$ cat src/rtl/watch_pkg.sv
// watch_pkg: shared states, cursor codes, BCD limits and hour-range helpers
package watch_pkg;
  typedef enum logic [2:0] {RUN, SET_H1, SET_H0, SET_M1, SET_M0} state_t;
  localparam logic [1:0] CUR_H1 = 2'd3, CUR_H0 = 2'd2, CUR_M1 = 2'd1, CUR_M0 = 2'd0;
  localparam logic [3:0] MAX_UNIT = 4'd9, MAX_TEN = 4'd5;
  localparam logic [3:0] MAX_H1_24 = 4'd2, MAX_H1_12 = 4'd1;
  localparam logic [3:0] MAX_H0_H2 = 4'd3, MAX_H0_12 = 4'd2;
  function automatic logic [3:0] h0_max(input logic h24, input logic [3:0] h1);
    return h24 ? (h1 == 4'd2 ? MAX_H0_H2 : MAX_UNIT) : (h1 == 4'd0 ? MAX_UNIT : MAX_H0_12);
  endfunction
  // 12h hours never show 00, so h0 starts at 1 while h1 is 0
  function automatic logic [3:0] h0_min(input logic h24, input logic [3:0] h1);
    return {3'b000, !h24 && h1 == 4'd0};
  endfunction
  function automatic logic [1:0] cursor_of(input state_t s);
    return s == SET_H1 ? CUR_H1 : s == SET_H0 ? CUR_H0 : s == SET_M1 ? CUR_M1 : CUR_M0;
  endfunction
  function automatic state_t next_digit(input state_t s);
    return s == SET_H1 ? SET_H0 : s == SET_H0 ? SET_M1 : s == SET_M1 ? SET_M0 : s == SET_M0 ? SET_H1 : RUN;
  endfunction
endpackage

$ cat src/rtl/bcd_digit_inc.sv
// bcd_digit_inc: next value of one BCD digit, wrapping from max_val to min_val
// d/min_val/max_val: current digit and its legal range; en: step this cycle
// q: next digit value; carry: en while at max (wrap happened)
module bcd_digit_inc (
  input  logic [3:0] d,
  input  logic [3:0] min_val,
  input  logic [3:0] max_val,
  input  logic       en,
  output logic [3:0] q,
  output logic       carry
);
  assign carry = en & (d >= max_val);
  assign q = !en ? d : carry ? min_val : d + 4'd1;
endmodule

$ cat src/rtl/watch_time_controller.sv
// watch_time_controller: hh:mm:ss timekeeping with button-driven digit editing
// clk/reset_n: clock and async active-low reset; tick_1hz: one-cycle second pulse
// btn_mode/btn_next/btn_up: debounced button levels
// h1..s0: BCD time digits; setting: in a SET state; cursor: edited digit; blank: blink mask
module watch_time_controller import watch_pkg::*; #(
  parameter bit HOUR24       = 1'b1,
  parameter int BLINK_CYCLES = 25_000_000
) (
  input  logic       clk,
  input  logic       reset_n,
  input  logic       tick_1hz,
  input  logic       btn_mode,
  input  logic       btn_next,
  input  logic       btn_up,
  output logic [3:0] h1,
  output logic [3:0] h0,
  output logic [3:0] m1,
  output logic [3:0] m0,
  output logic [3:0] s1,
  output logic [3:0] s0,
  output logic       setting,
  output logic [1:0] cursor,
  output logic [3:0] blank
);
  localparam int CW = $clog2(BLINK_CYCLES);
  localparam logic [3:0] H1_MAX = HOUR24 ? MAX_H1_24 : MAX_H1_12;
  state_t state;
  logic mode_h, next_h, up_h, phase, run, tk, do_mode, do_next, do_up;
  logic [CW-1:0] cnt;
  logic [3:0] s0_n, s1_n, m0_n, m1_n, h0_n, h1_n, h0_lo, h0_fix;
  logic c_s0, c_s1, c_m0, c_m1, c_h0, day_wrap_unused;
  assign run     = state == RUN;
  assign do_mode = btn_mode & ~mode_h;
  assign do_next = btn_next & ~next_h & ~do_mode;
  assign do_up   = btn_up & ~up_h & ~do_mode & ~do_next;
  assign tk      = run & tick_1hz & ~do_mode;
  assign setting = ~run;
  assign cursor  = cursor_of(state);
  assign blank   = phase ? 4'b0001 << cursor : 4'b0000;
  // A counting wrap of h0 always toggles a 12h h1, so its restart value follows the new h1
  assign h0_lo = run ? h0_min(HOUR24, {3'b000, ~h1[0]}) : h0_min(HOUR24, h1);
  bcd_digit_inc u_s0 (.d(s0), .min_val(4'd0), .max_val(MAX_UNIT), .en(tk), .q(s0_n), .carry(c_s0));
  bcd_digit_inc u_s1 (.d(s1), .min_val(4'd0), .max_val(MAX_TEN), .en(c_s0), .q(s1_n), .carry(c_s1));
  bcd_digit_inc u_m0 (.d(m0), .min_val(4'd0), .max_val(MAX_UNIT),
    .en(c_s1 | (do_up && state == SET_M0)), .q(m0_n), .carry(c_m0));
  bcd_digit_inc u_m1 (.d(m1), .min_val(4'd0), .max_val(MAX_TEN),
    .en((c_m0 & tk) | (do_up && state == SET_M1)), .q(m1_n), .carry(c_m1));
  bcd_digit_inc u_h0 (.d(h0), .min_val(h0_lo), .max_val(h0_max(HOUR24, h1)),
    .en((c_m1 & tk) | (do_up && state == SET_H0)), .q(h0_n), .carry(c_h0));
  bcd_digit_inc u_h1 (.d(h1), .min_val(4'd0), .max_val(H1_MAX),
    .en((c_h0 & tk) | (do_up && state == SET_H1)), .q(h1_n), .carry(day_wrap_unused));
  // Editing h1 can leave h0 out of range for the new tens digit; snap it to the new minimum
  assign h0_fix = (do_up && state == SET_H1 &&
    (h0 > h0_max(HOUR24, h1_n) || h0 < h0_min(HOUR24, h1_n))) ? h0_min(HOUR24, h1_n) : h0_n;
  always_ff @(posedge clk or negedge reset_n)
    if (!reset_n) begin
      state <= RUN;
      {mode_h, next_h, up_h} <= 3'b000;
      h1 <= HOUR24 ? 4'd0 : 4'd1;
      h0 <= HOUR24 ? 4'd0 : 4'd2;
      {m1, m0, s1, s0} <= 16'h0000;
      cnt <= '0;
      phase <= 1'b0;
    end else begin
      {mode_h, next_h, up_h} <= {btn_mode, btn_next, btn_up};
      h1 <= h1_n;
      h0 <= h0_fix;
      m1 <= m1_n;
      m0 <= m0_n;
      s1 <= (do_mode && !run) ? 4'd0 : s1_n;
      s0 <= (do_mode && !run) ? 4'd0 : s0_n;
      state <= do_mode ? (run ? SET_H1 : RUN) : do_next ? next_digit(state) : state;
      if (run || do_mode || do_next) begin
        cnt <= '0;
        phase <= 1'b0;
      end else if (cnt == CW'(BLINK_CYCLES - 1)) begin
        cnt <= '0;
        phase <= ~phase;
      end else
        cnt <= cnt + 1'b1;
    end
endmodule

$ cat config.mk
export PLATFORM = sky130hd
export DESIGN_NAME = watch_time_controller
export DESIGN_NICKNAME = d
export VERILOG_FILES = /design/src/rtl/watch_pkg.sv /design/src/rtl/bcd_digit_inc.sv /design/src/rtl/watch_time_controller.sv
export SDC_FILE = /design/constraint.sdc
export NUM_CORES = 1
export LEC_CHECK = 0
export ABC_CLOCK_PERIOD_IN_PS = 3000
export CAP_MARGIN = 0
export CORE_ASPECT_RATIO = 2
export CORE_MARGIN = 3
export CORE_UTILIZATION = 45
export DETAILED_ROUTE_END_ITERATION = 6
export PLACE_DENSITY = 0.79
export SLEW_MARGIN = 30
export SYNTH_ARGS = -nofsm -noshare
export SYNTH_HDL_FRONTEND = slang
export SYNTH_SLANG_ARGS = --single-unit
export TNS_END_PERCENT = 10
$ cat constraint.sdc
create_clock -name clk -period 3 [get_ports clk]
set_clock_uncertainty 0.15 [all_clocks]
set_input_delay 0.6 -clock clk [delete_from_list [all_inputs] [get_ports clk]]
set_output_delay 0.6 -clock clk [all_outputs]
set_load 0.05 [all_outputs]
==> results.cfg <==
[synth]
synth_cell_types = 48
synth_edf_count = 0
netlist_instances = 322
synth-seq-cells = 56
synth.yosys.seq_area_share_pct = 45.3
yosysWarnings = 0
syn_avg_cell_area_um2 = 9.62
ys.flop_type = dfrtp_1
syn_area_um2 = 3100
syn_nets = 348
async_flop_share_pct = 100

[floorplanning]
dieArea_um2 = 7970
die_height_um = 123
rows = 42
io_pins = 37
fp.dieW_um = 64.7
core_um2 = 6670
start_util_pct = 46.4

[worst_setup_path]
required_ns = 3.02
criticalPathCategory = flip-flop to flip-flop
crit_top_cell = ha_4
crit_family = compound AO/OA/AOI/OAI gates
crit_end = h0[0]
start_kind = flip-flop
cp.arrival_ns = 3.01
worstPathMaxFanout = 4
r2r_slack_ns = 0.02
crit_path_top_delay_cell = dfrtp_2
crit_cells = 16
endpoint_kind = flip-flop
worstRegToRegCells = 16
r2r_end = h0[0]
worstPathCellList = inv_2 > ha_4 > nand2_4 > ha_4 > a211o_1 > a21oi_2 > nor2_2 > nand3_2 > and2_4 > a31o_4 > ha_4 > a31oi_1 > o22ai_1 > or2_4 > nand3_2 > o31ai_1
crit_start = h1[0]
crit_buf_inv = 1
r2r-start = h1[0]
critical_path.max_stage_delay_ns = 0.41

[cts]
cts_root_buffer = clkbuf_16
postCtsHoldBufs = 0
insertion_delay_ns = 0.30
clk_path_buf_depth = 2
cts.sinks = 56
cts_tree = yes
cts_buffers = 5
clk_pin_slew_worst_paths_ns = 0.07
htree_levels = 2

[sta]
finalCritPeriodShare_pct = 99.4
fin_crit_ns = 2.98
tightest_slew_ns = 0.700
finalHoldViolCount = 0
slew_viol_final = 0
finalSetupViolations = 0
grt_setup_unrepaired = true
finalSetupTns_ns = 0
slew_headroom_pct = 53.3
fmax_mhz = 336

[grt]
grt-ovfl-total = 0
grt_first_pass_wirelength_um = 12200
antenna_found_initial = 0
grt_max_degree = 30
grt_usage_pct = 19.7
grt_pass1_vias = 2721

[detailed_routing]
vias = 2579
ant_nets = 0
drc_errors = 0
first_pass_iters = 4
first_iter_violations = 199
post_drt_wl_per_cell_um = 15.0
drt-total-wl_um = 7210
routed_via_density = 5.37

[power_and_ir_drop]
p_switching_w = 0.00109
switching_share_pct = 39.1
p_seq_share_pct = 33.9
p_clk_share_pct = 23.8
p_comb_share_pct = 42.3
peakVddDrop_uv = 533
power_density_nw_per_um2 = 685
power_w = 0.00279
p_int_w = 0.00170
p_leak_nw = 1.83

[final_layout]
layout_common_cells = dfrtp_1 (51), nor2_1 (46), clkdlybuf4s50_1 (33), buf_4 (33)
nFillCells = 570
fin_util_pct = 61.0
drive_gt1_share_pct = 19.4
diodes = 0
final_nets = 417
final_common_cell = dfrtp_1
syn2layout_area_growth_pct = 31.5

[run]
cap_violations = 0

[min_path]
min_path_type = primary input to asynchronous set/reset pin

[placement]
dp_hpwl_um = 5550
port_buffers = 36
gp_congestion = 0.800

[status]
status = finished, final reports clean
## flip-flops by register name (all words and copies together), names as in the netlist
signal  count
up_h        1
state       3
h0          4
m1          4
next_h      1
mode_h      1
phase       1
s1          4
s0          4
m0          4
cnt        25
h1          4
## power by group through the flow
| stage | sequential [W] | clock (W) | combinational, W |
|---|---|---|---|
| after global placement | 0.000949 | 0 | 0.00113 |
| after global routing | 0.000959 | 0.000710 | 0.00129 |
| final | 0.000945 | 0.000664 | 0.00118 |
| after CTS | 0.000945 | 0.000673 | 0.00118 |
| after detailed placement | 0.000957 | 0 | 0.00117 |
| after floorplan | 0.00121 | 0 | 0.000478 |
## stage by stage
stage | cell area [um^2] | hold WS [ns] | std cells | setup WS [ns]
finish | 4070 | 0.196 | 480 | 0.0195
global route | 4070 | 0.250 | 480 | -0.116
CTS | 4050 | 0.224 | 480 | 0.0128
detailed placement | 3870 | 0.367 | 471 | -0.381
global placement | 3870 | 0.348 | 471 | -0.294
floorplan | 3180 | 0.154 | 322 | -0.131
## worst min-delay path by stage
stage,cells after the start,to,slack (ns),from
after floorplan,0,cnt[0],0.15,reset_n
after global routing,1,h0[0],0.25,reset_n
final,1,s1[0],0.20,reset_n
after CTS,1,s1[0],0.22,reset_n
after detailed placement,1,cnt[0],0.37,cnt[0]
after global placement,1,cnt[0],0.35,cnt[0]
## final cells by class
class / count / area [um^2] / area share [%]
multi-input cells: 241 / 1700 / 41.7
flip-flops and latches: 56 / 1410 / 34.6
repair buffers: 70 / 624 / 15.3
clock buffers: 5 / 125 / 3.07
well taps: 88 / 110 / 2.70
inverters: 17 / 63.8 / 1.57
clock inverters: 3 / 42.5 / 1.04
## cell usage after synthesis, drive strengths merged (5+ instances only)
cell type | instances | area (um^2)
dfrtp | 56 | 1400
nor2 | 48 | 180
nand3 | 21 | 110
ha | 20 | 250
inv | 17 | 63.8
nand2 | 17 | 63.8
xor2 | 17 | 149
a21oi | 14 | 73.8
o21ai | 11 | 55.1
nor3 | 10 | 72.6
and3 | 9 | 56.3
nand4 | 9 | 56.3
xnor2 | 9 | 78.8
clkbuf | 7 | 26.3
nand2b | 7 | 43.8
o31ai | 5 | 37.5
## per-layer routing
| metal | up-vias | wire length [um] | GRT usage, % |
|---|---|---|---|
| li1 | 1272 | - | - |
| met1 | 1250 | 2660 | 20.6 |
| met2 | 45 | 4200 | 38.2 |
| met3 | 12 | 174 | 3.09 |
| met4 | 0 | 184 | 8.21 |
| met5 | - | 0 | 0 |
## logic make-up after synthesis
| family | Yosys count | synth area share [%] |
|---|---|---|
| buf+inv | 25 | 3.27 |
| simple gates | 142 | 24.5 |
| flops | 56 | 45.3 |
| fa+ha+maj | 20 | 8.08 |
| xor+xnor | 26 | 7.35 |
| mux | 2 | 0.687 |
| compound gates | 51 | 10.9 |
## timing repair
action,CTS,global route
resized for setup,4,5
endpoints found under the setup margin,4,5
cloned,0,0
pin swaps,4,2
buffers inserted,1,0
(Power assumes the default switching activity.)
